--- config.mk ---
export PLATFORM = sky130hd
export DESIGN_NAME = pc_unit_rs
export DESIGN_NICKNAME = d
export VERILOG_FILES = /design/src/rtl/pcu_pkg.sv /design/src/rtl/pcu_ras.sv /design/src/rtl/pc_unit_rs.sv
export SDC_FILE = /design/constraint.sdc
export NUM_CORES = 1
export LEC_CHECK = 0
export ABC_AREA = 1
export CORE_ASPECT_RATIO = 1.4
export CORE_MARGIN = 5
export CORE_UTILIZATION = 50
export CTS_BUF_LIST = sky130_fd_sc_hd__clkbuf_8
export CTS_CLUSTER_DIAMETER = 40
export DETAILED_ROUTE_END_ITERATION = 12
export HOLD_SLACK_MARGIN = 0.06
export PLACE_DENSITY = 0.72
export SLEW_MARGIN = 40
export SYNTH_ARGS = -nofsm -noshare
export SYNTH_HDL_FRONTEND = slang
export SYNTH_HIERARCHICAL = 1
export SYNTH_SLANG_ARGS = --single-unit
--- constraint.sdc ---
create_clock -name I_clk -period 4.2 [get_ports I_clk]
set_input_delay 0.84 -clock I_clk [delete_from_list [all_inputs] [get_ports I_clk]]
set_output_delay 0.84 -clock I_clk [all_outputs]
set_load 0.005 [all_outputs]
--- src/rtl/pcu_pkg.sv ---
// Shared opcode encoding for the program-counter unit.
package pcu_pkg;
  localparam int PCU_OP_W = 3;

  localparam logic [PCU_OP_W-1:0] PCU_HOLD = 3'b000;
  localparam logic [PCU_OP_W-1:0] PCU_INC  = 3'b001;
  localparam logic [PCU_OP_W-1:0] PCU_JMP  = 3'b010;
  localparam logic [PCU_OP_W-1:0] PCU_CLR  = 3'b011;
  localparam logic [PCU_OP_W-1:0] PCU_BRR  = 3'b100;
  localparam logic [PCU_OP_W-1:0] PCU_CALL = 3'b101;
  localparam logic [PCU_OP_W-1:0] PCU_RET  = 3'b110;
endpackage

--- src/rtl/pcu_ras.sv ---
// Return-address stack: LIFO of RAS_DEPTH entries, falling-edge clocked.
// Pushes on full and pops on empty are ignored; the caller flags the fault.
module pcu_ras #(
  parameter int PC_W      = 16,
  parameter int RAS_DEPTH = 4
) (
  input  logic                         I_clk,
  input  logic                         I_rst,
  input  logic                         I_push,
  input  logic                         I_pop,
  input  logic                         I_clr,
  input  logic [PC_W-1:0]              I_din,
  output logic [PC_W-1:0]              o_top,
  output logic [$clog2(RAS_DEPTH):0]   o_cnt,
  output logic                         o_full,
  output logic                         o_empty
);
  localparam int AW = $clog2(RAS_DEPTH);

  logic [PC_W-1:0] mem_q [RAS_DEPTH];
  logic [AW:0]     cnt_q, cnt_d;
  logic [AW-1:0]   wr_idx, top_idx;

  assign wr_idx  = cnt_q[AW-1:0];
  assign top_idx = wr_idx - AW'(1);
  assign o_full  = (cnt_q == (AW+1)'(RAS_DEPTH));
  assign o_empty = (cnt_q == '0);
  assign o_top   = mem_q[top_idx];
  assign o_cnt   = cnt_q;

  always_comb begin
    cnt_d = cnt_q;
    if (I_clr)                  cnt_d = '0;
    else if (I_push && !o_full) cnt_d = cnt_q + (AW+1)'(1);
    else if (I_pop && !o_empty) cnt_d = cnt_q - (AW+1)'(1);
  end

  always_ff @(negedge I_clk or posedge I_rst) begin
    if (I_rst) cnt_q <= '0;
    else       cnt_q <= cnt_d;
  end

  // Entry storage needs no reset; only entries below the count are ever read.
  always_ff @(negedge I_clk) begin
    if (I_push && !o_full && !I_clr) mem_q[wr_idx] <= I_din;
  end
endmodule

--- src/rtl/pc_unit_rs.sv ---
// Program counter with relative branch, call/return and a return-address stack.
// Optional PCU_TRAP_EN: stack faults redirect the PC to TRAP_VEC.
module pc_unit_rs
  import pcu_pkg::*;
#(
  parameter int              PC_W      = 16,
  parameter int              OFS_W     = 8,
  parameter int              RAS_DEPTH = 4,
  parameter logic [PC_W-1:0] RESET_VEC = 16'h0000,
  parameter logic [PC_W-1:0] TRAP_VEC  = 16'h00F0
) (
  input  logic                        I_clk,
  input  logic                        I_rst,
  input  logic                        I_stall,
  input  logic [PCU_OP_W-1:0]         I_opcode,
  input  logic [PC_W-1:0]             I_pc,
  input  logic [OFS_W-1:0]            I_ofs,
  output logic [PC_W-1:0]             o_pc,
  output logic [$clog2(RAS_DEPTH):0]  o_ras_cnt,
  output logic                        o_ovf,
  output logic                        o_unf
);
  logic [PC_W-1:0] pc_q, pc_d, pc_inc, ofs_ext, ras_top;
  logic            ovf_q, ovf_d, unf_q, unf_d;
  logic            push, pop, clr, ras_full, ras_empty;

  assign pc_inc  = pc_q + PC_W'(1);
  assign ofs_ext = PC_W'($signed(I_ofs));

  always_comb begin
    pc_d  = pc_q;
    ovf_d = ovf_q;
    unf_d = unf_q;
    push  = 1'b0;
    pop   = 1'b0;
    clr   = 1'b0;
    if (!I_stall) begin
      case (I_opcode)
        PCU_INC: pc_d = pc_inc;
        PCU_JMP: pc_d = I_pc;
        PCU_CLR: begin
          pc_d  = RESET_VEC;
          clr   = 1'b1;
          ovf_d = 1'b0;
          unf_d = 1'b0;
        end
        PCU_BRR: pc_d = pc_q + ofs_ext;
        PCU_CALL: begin
          pc_d = I_pc;
          if (ras_full) begin
            ovf_d = 1'b1;
`ifdef PCU_TRAP_EN
            pc_d  = TRAP_VEC;
`endif
          end else begin
            push = 1'b1;
          end
        end
        PCU_RET: begin
          if (ras_empty) begin
            unf_d = 1'b1;
`ifdef PCU_TRAP_EN
            pc_d  = TRAP_VEC;
`else
            pc_d  = pc_inc;
`endif
          end else begin
            pc_d = ras_top;
            pop  = 1'b1;
          end
        end
        default: ;
      endcase
    end
  end

  always_ff @(negedge I_clk or posedge I_rst) begin
    if (I_rst) begin
      pc_q  <= RESET_VEC;
      ovf_q <= 1'b0;
      unf_q <= 1'b0;
    end else begin
      pc_q  <= pc_d;
      ovf_q <= ovf_d;
      unf_q <= unf_d;
    end
  end

  pcu_ras #(.PC_W(PC_W), .RAS_DEPTH(RAS_DEPTH)) u_ras (
    .I_clk  (I_clk),
    .I_rst  (I_rst),
    .I_push (push),
    .I_pop  (pop),
    .I_clr  (clr),
    .I_din  (pc_inc),
    .o_top  (ras_top),
    .o_cnt  (o_ras_cnt),
    .o_full (ras_full),
    .o_empty(ras_empty)
  );

  assign o_pc  = pc_q;
  assign o_ovf = ovf_q;
  assign o_unf = unf_q;

`ifndef PCU_TRAP_EN
  logic unused_trap;
  assign unused_trap = ^TRAP_VEC;
`endif
endmodule

==> metrics.md <==
| Metric | Value |
|---|---|
| Status | finished, final reports clean |
| Worst-path fanout max | 4 |
| Area contributors post-synth | edfxtp_1 37%, nand2_1 13%, dfrtn_1 10% |
| Final Hold Fails | 0 |
| Initial Util | 50.86% |
| H-tree levels | 3 |
| Pwr/cell area | around 530 nW/um^2 |
| Leakage power | between 3 and 4 nW |
| IO buf count | 50 |
| Switching share of power | roughly 45% |
| Slew HR | 58.99% |
| Comb power frac | about half |
| Clock sinks | 85 |
| Most common cell after layout, fill and taps aside | nand2_1 |
| Post-synthesis instance total | 667 |
| Syn Area/Cell | 7.892 um^2 |
| Critical Path End Type | flip-flop |
| Ports | 51 |
| Final Net Count | 911 |
| Worst Hold Class | reg -> reg |
| Die area | between 10,000 and 15,000 um^2 |
| Worst hold stages | 2 |
| Slew Limit Fails | 0 |
| Pin count of the biggest net entering global routing | 37 |
| Rows | 44 |
| Final core occ | a little under three quarters |
| Sequential share of the synthesized area | 46.49% |
| DRC Markers | 0 |
| Largest area contributor in the netlist | edfxtp_1 |
| Mapped Area | between 5000 and 6000 um^2 |
| Area Growth Syn to Fin | 40.55% |
| Maximum VDD drop | 335.2 uV |
| Worst Path Class, Setup | in -> reg |
| Most frequent cells in the layout | 158 x nand2_1, 155 x inv_1, 72 x buf_4 |
| Die X-Extent | 96.72 um |
| Clock skew | 0.07154 ns |
| Number of synthesized register bits | 85 |
| Worst Path Arrival | roughly 2.3 ns |
| Max-capacitance violation count | 0 |
| Post-Place Setup Slack | -0.7004 ns |
| All-layer global routing usage | 24.41% |
| Footprint of the multi-input gates | 2746 um^2 |
| Initial antenna violation count | 0 |
| # hold bufs at CTS | 0 |
| YS warnings | 6 |
| Internal Pwr Total | around 2.2 mW |
| Number of global-route vias before repair | 5,466 |
| N_diodes | 0 |
| Clk_lat worst skew | roughly 0.42 ns |
| Wire length per cell | between 15 and 20 um |
| Sequential share of power | 28.3% |
| Setup crit start kind | input port |
| Post-DRT Antenna Nets | 0 |
| Via count | 5,303 |
| Clock Path Buffers | 2 |
| Switching power of the nets | ~1.7 mW |
| Share of the synthesized area in the top cell type | 36.51% |
| Least-Margin Pin Slew | around 0.62 ns |
| Fill cells | 817 |
| Clock Tree Root | clkbuf_8 |
| Reg area | 2447 um^2 |
| Reg2Reg Depth | 14 |
| First-pass GRT wire length | 25.13 mm |
| Number of CTS-inserted buffers | 9 |
| RSZ-0062 raised after global routing | true |
| Layout cells sized above 1 | 22.92% |
| Cell variety after synth | 36 |
| Hpwl dp | around 11 mm |
| Routed wire length | 15.62 mm |
| CTS tree | done |
| Congestion Overflow GR | 0 |
| Final setup fails | 0 |
| Starting DRT DRC Count | 340 |
| Design Power | 3.893 mW |
| CP Data Required Time | around 2.3 ns |
| Power share of the clock group | a little over a fifth |
| Final critical-path setup slack | 0.04044 ns |
| Synthesized Nets | ~720 |
| Die Ht | 131.4 um |
| Reg clk slew, reported paths | 0.07 ns |
| DR vias/cell | 5.292 |
| TritonRoute pass-1 iters | 6 |
| Post-Place Cells | 904 |
| GP Congestion | 0.9151 |
| Core Area | between 10,000 and 15,000 um^2 |
| Final Non-Filler Cells | roughly 1,000 |
-- metal layers --
layer	routed length (um)	share of wire [%]	vias up	global-route usage, %
met5	0	0	-	0
met3	687	4.4	51	4.136
met1	6020	39	2500	27.50
met4	652	4.2	0	13.27
li1	-	-	2584	-
met2	8263	53	168	43.55
-- stage by stage --
stage	cell area, um^2	hold slack [ns]	setup TNS [ns]
final	7398	0.5021	0
after detailed placement	6454	0.4931	-51.44
after global routing	7398	0.5553	-0.02603
after global placement	6454	0.5075	-48.02
after CTS	7279	0.5018	-0.03714
after floorplan	5356	0.4857	-0.4560
-- cell type report --
type	instances	share of cell area (%)
multi-input combinational	458	37.12
sequential	85	33.08
clock buffer	9	1.674
timing repair buffer	134	16.05
inverter	107	5.429
tap	138	2.334
clock inverter	71	4.313
-- synthesized netlist by cell type (all sizes together) --
cell type,number
nand2,186
inv,107
nor2,65
edfxtp,64
o21ai,51
nand3,43
a21oi,29
dfrtn,21
ha,20
o22ai,18
buf,15
nand4,8
xor2,8
nor3,6
nand3b,5
a22o,4
and2,4
a41oi,3
fa,2
or2,2
a32oi,1
clkbuf,1
clkinv,1
nor4,1
o21a,1
xnor2,1
-- state kept, by name (all words and copies together) (netlist names) --
name / cells
o_ovf: 1
o_pc: 16
o_unf: 1
u_ras/o_cnt: 3
u_ras/mem_q: 64
-- power by group through the flow --
| stage | clock network, mW | registers [mW] | logic (mW) |
|---|---|---|---|
| 5_1_grt | 0.929 | 1.11 | 2.18 |
| 6_report | 0.821 | 1.10 | 1.97 |
| 4_1_cts | 0.836 | 1.10 | 1.86 |
| 3_5_place_dp | 0.0922 | 1.13 | 1.73 |
| 3_3_place_gp | 0.0922 | 1.12 | 1.68 |
| 2_1_floorplan | 0.0922 | 1.15 | 1.01 |
-- worst paths after layout --
check,slack [ns],from,to
setup / recovery,0.04,I_ofs[3],o_pc[6]$_DFFE_NP0P_
hold / removal,0.50,o_ovf$_DFFE_NP0P_,o_ovf$_DFFE_NP0P_
setup reg to reg,1.40,u_ras/o_cnt[0]$_DFFE_NP0P_,o_pc[9]$_DFFE_NP0P_
hold reg to reg,0.50,o_ovf$_DFFE_NP0P_,o_ovf$_DFFE_NP0P_
max in group asynchronous,1.08,I_rst,o_pc[12]$_DFFE_NP0P_
min in group asynchronous,2.67,I_rst,u_ras/o_cnt[1]$_DFFE_NP0P_
-- critical path, cell delays in order --
cell and delay (ns):
dlygate4sd2_1 0.26, ha_4 0.24, nand2_1 0.09, nand2_1 0.06
nand2_1 0.11, nand3_4 0.11, buf_4 0.15, or2_2 0.26
nand3_1 0.06, a21oi_1 0.08
-- cell families (layout without fill, tap and decap cells) --
logic type	after synthesis	in the layout	share of synthesized area [%]
and+or+nand+nor	320	320	25.72
adders and majority gates	22	22	5.515
DFF	85	85	46.49
buffers and inverters	124	321	9.342
AOI/OAI and AO/OA	107	107	11.43
xor gates and xnor gates	9	9	1.498
-- repair_timing --
action / 4_1_cts / 5_1_grt
gates resized for setup: 78 / 47
gates cloned: 1 / 0
pin swaps: 12 / 23
buffers inserted: 15 / 3
hold endpoints to repair: 0 / 0
setup endpoints to repair: 104 / 61
Note: power is estimated with default switching activity, not from simulation.
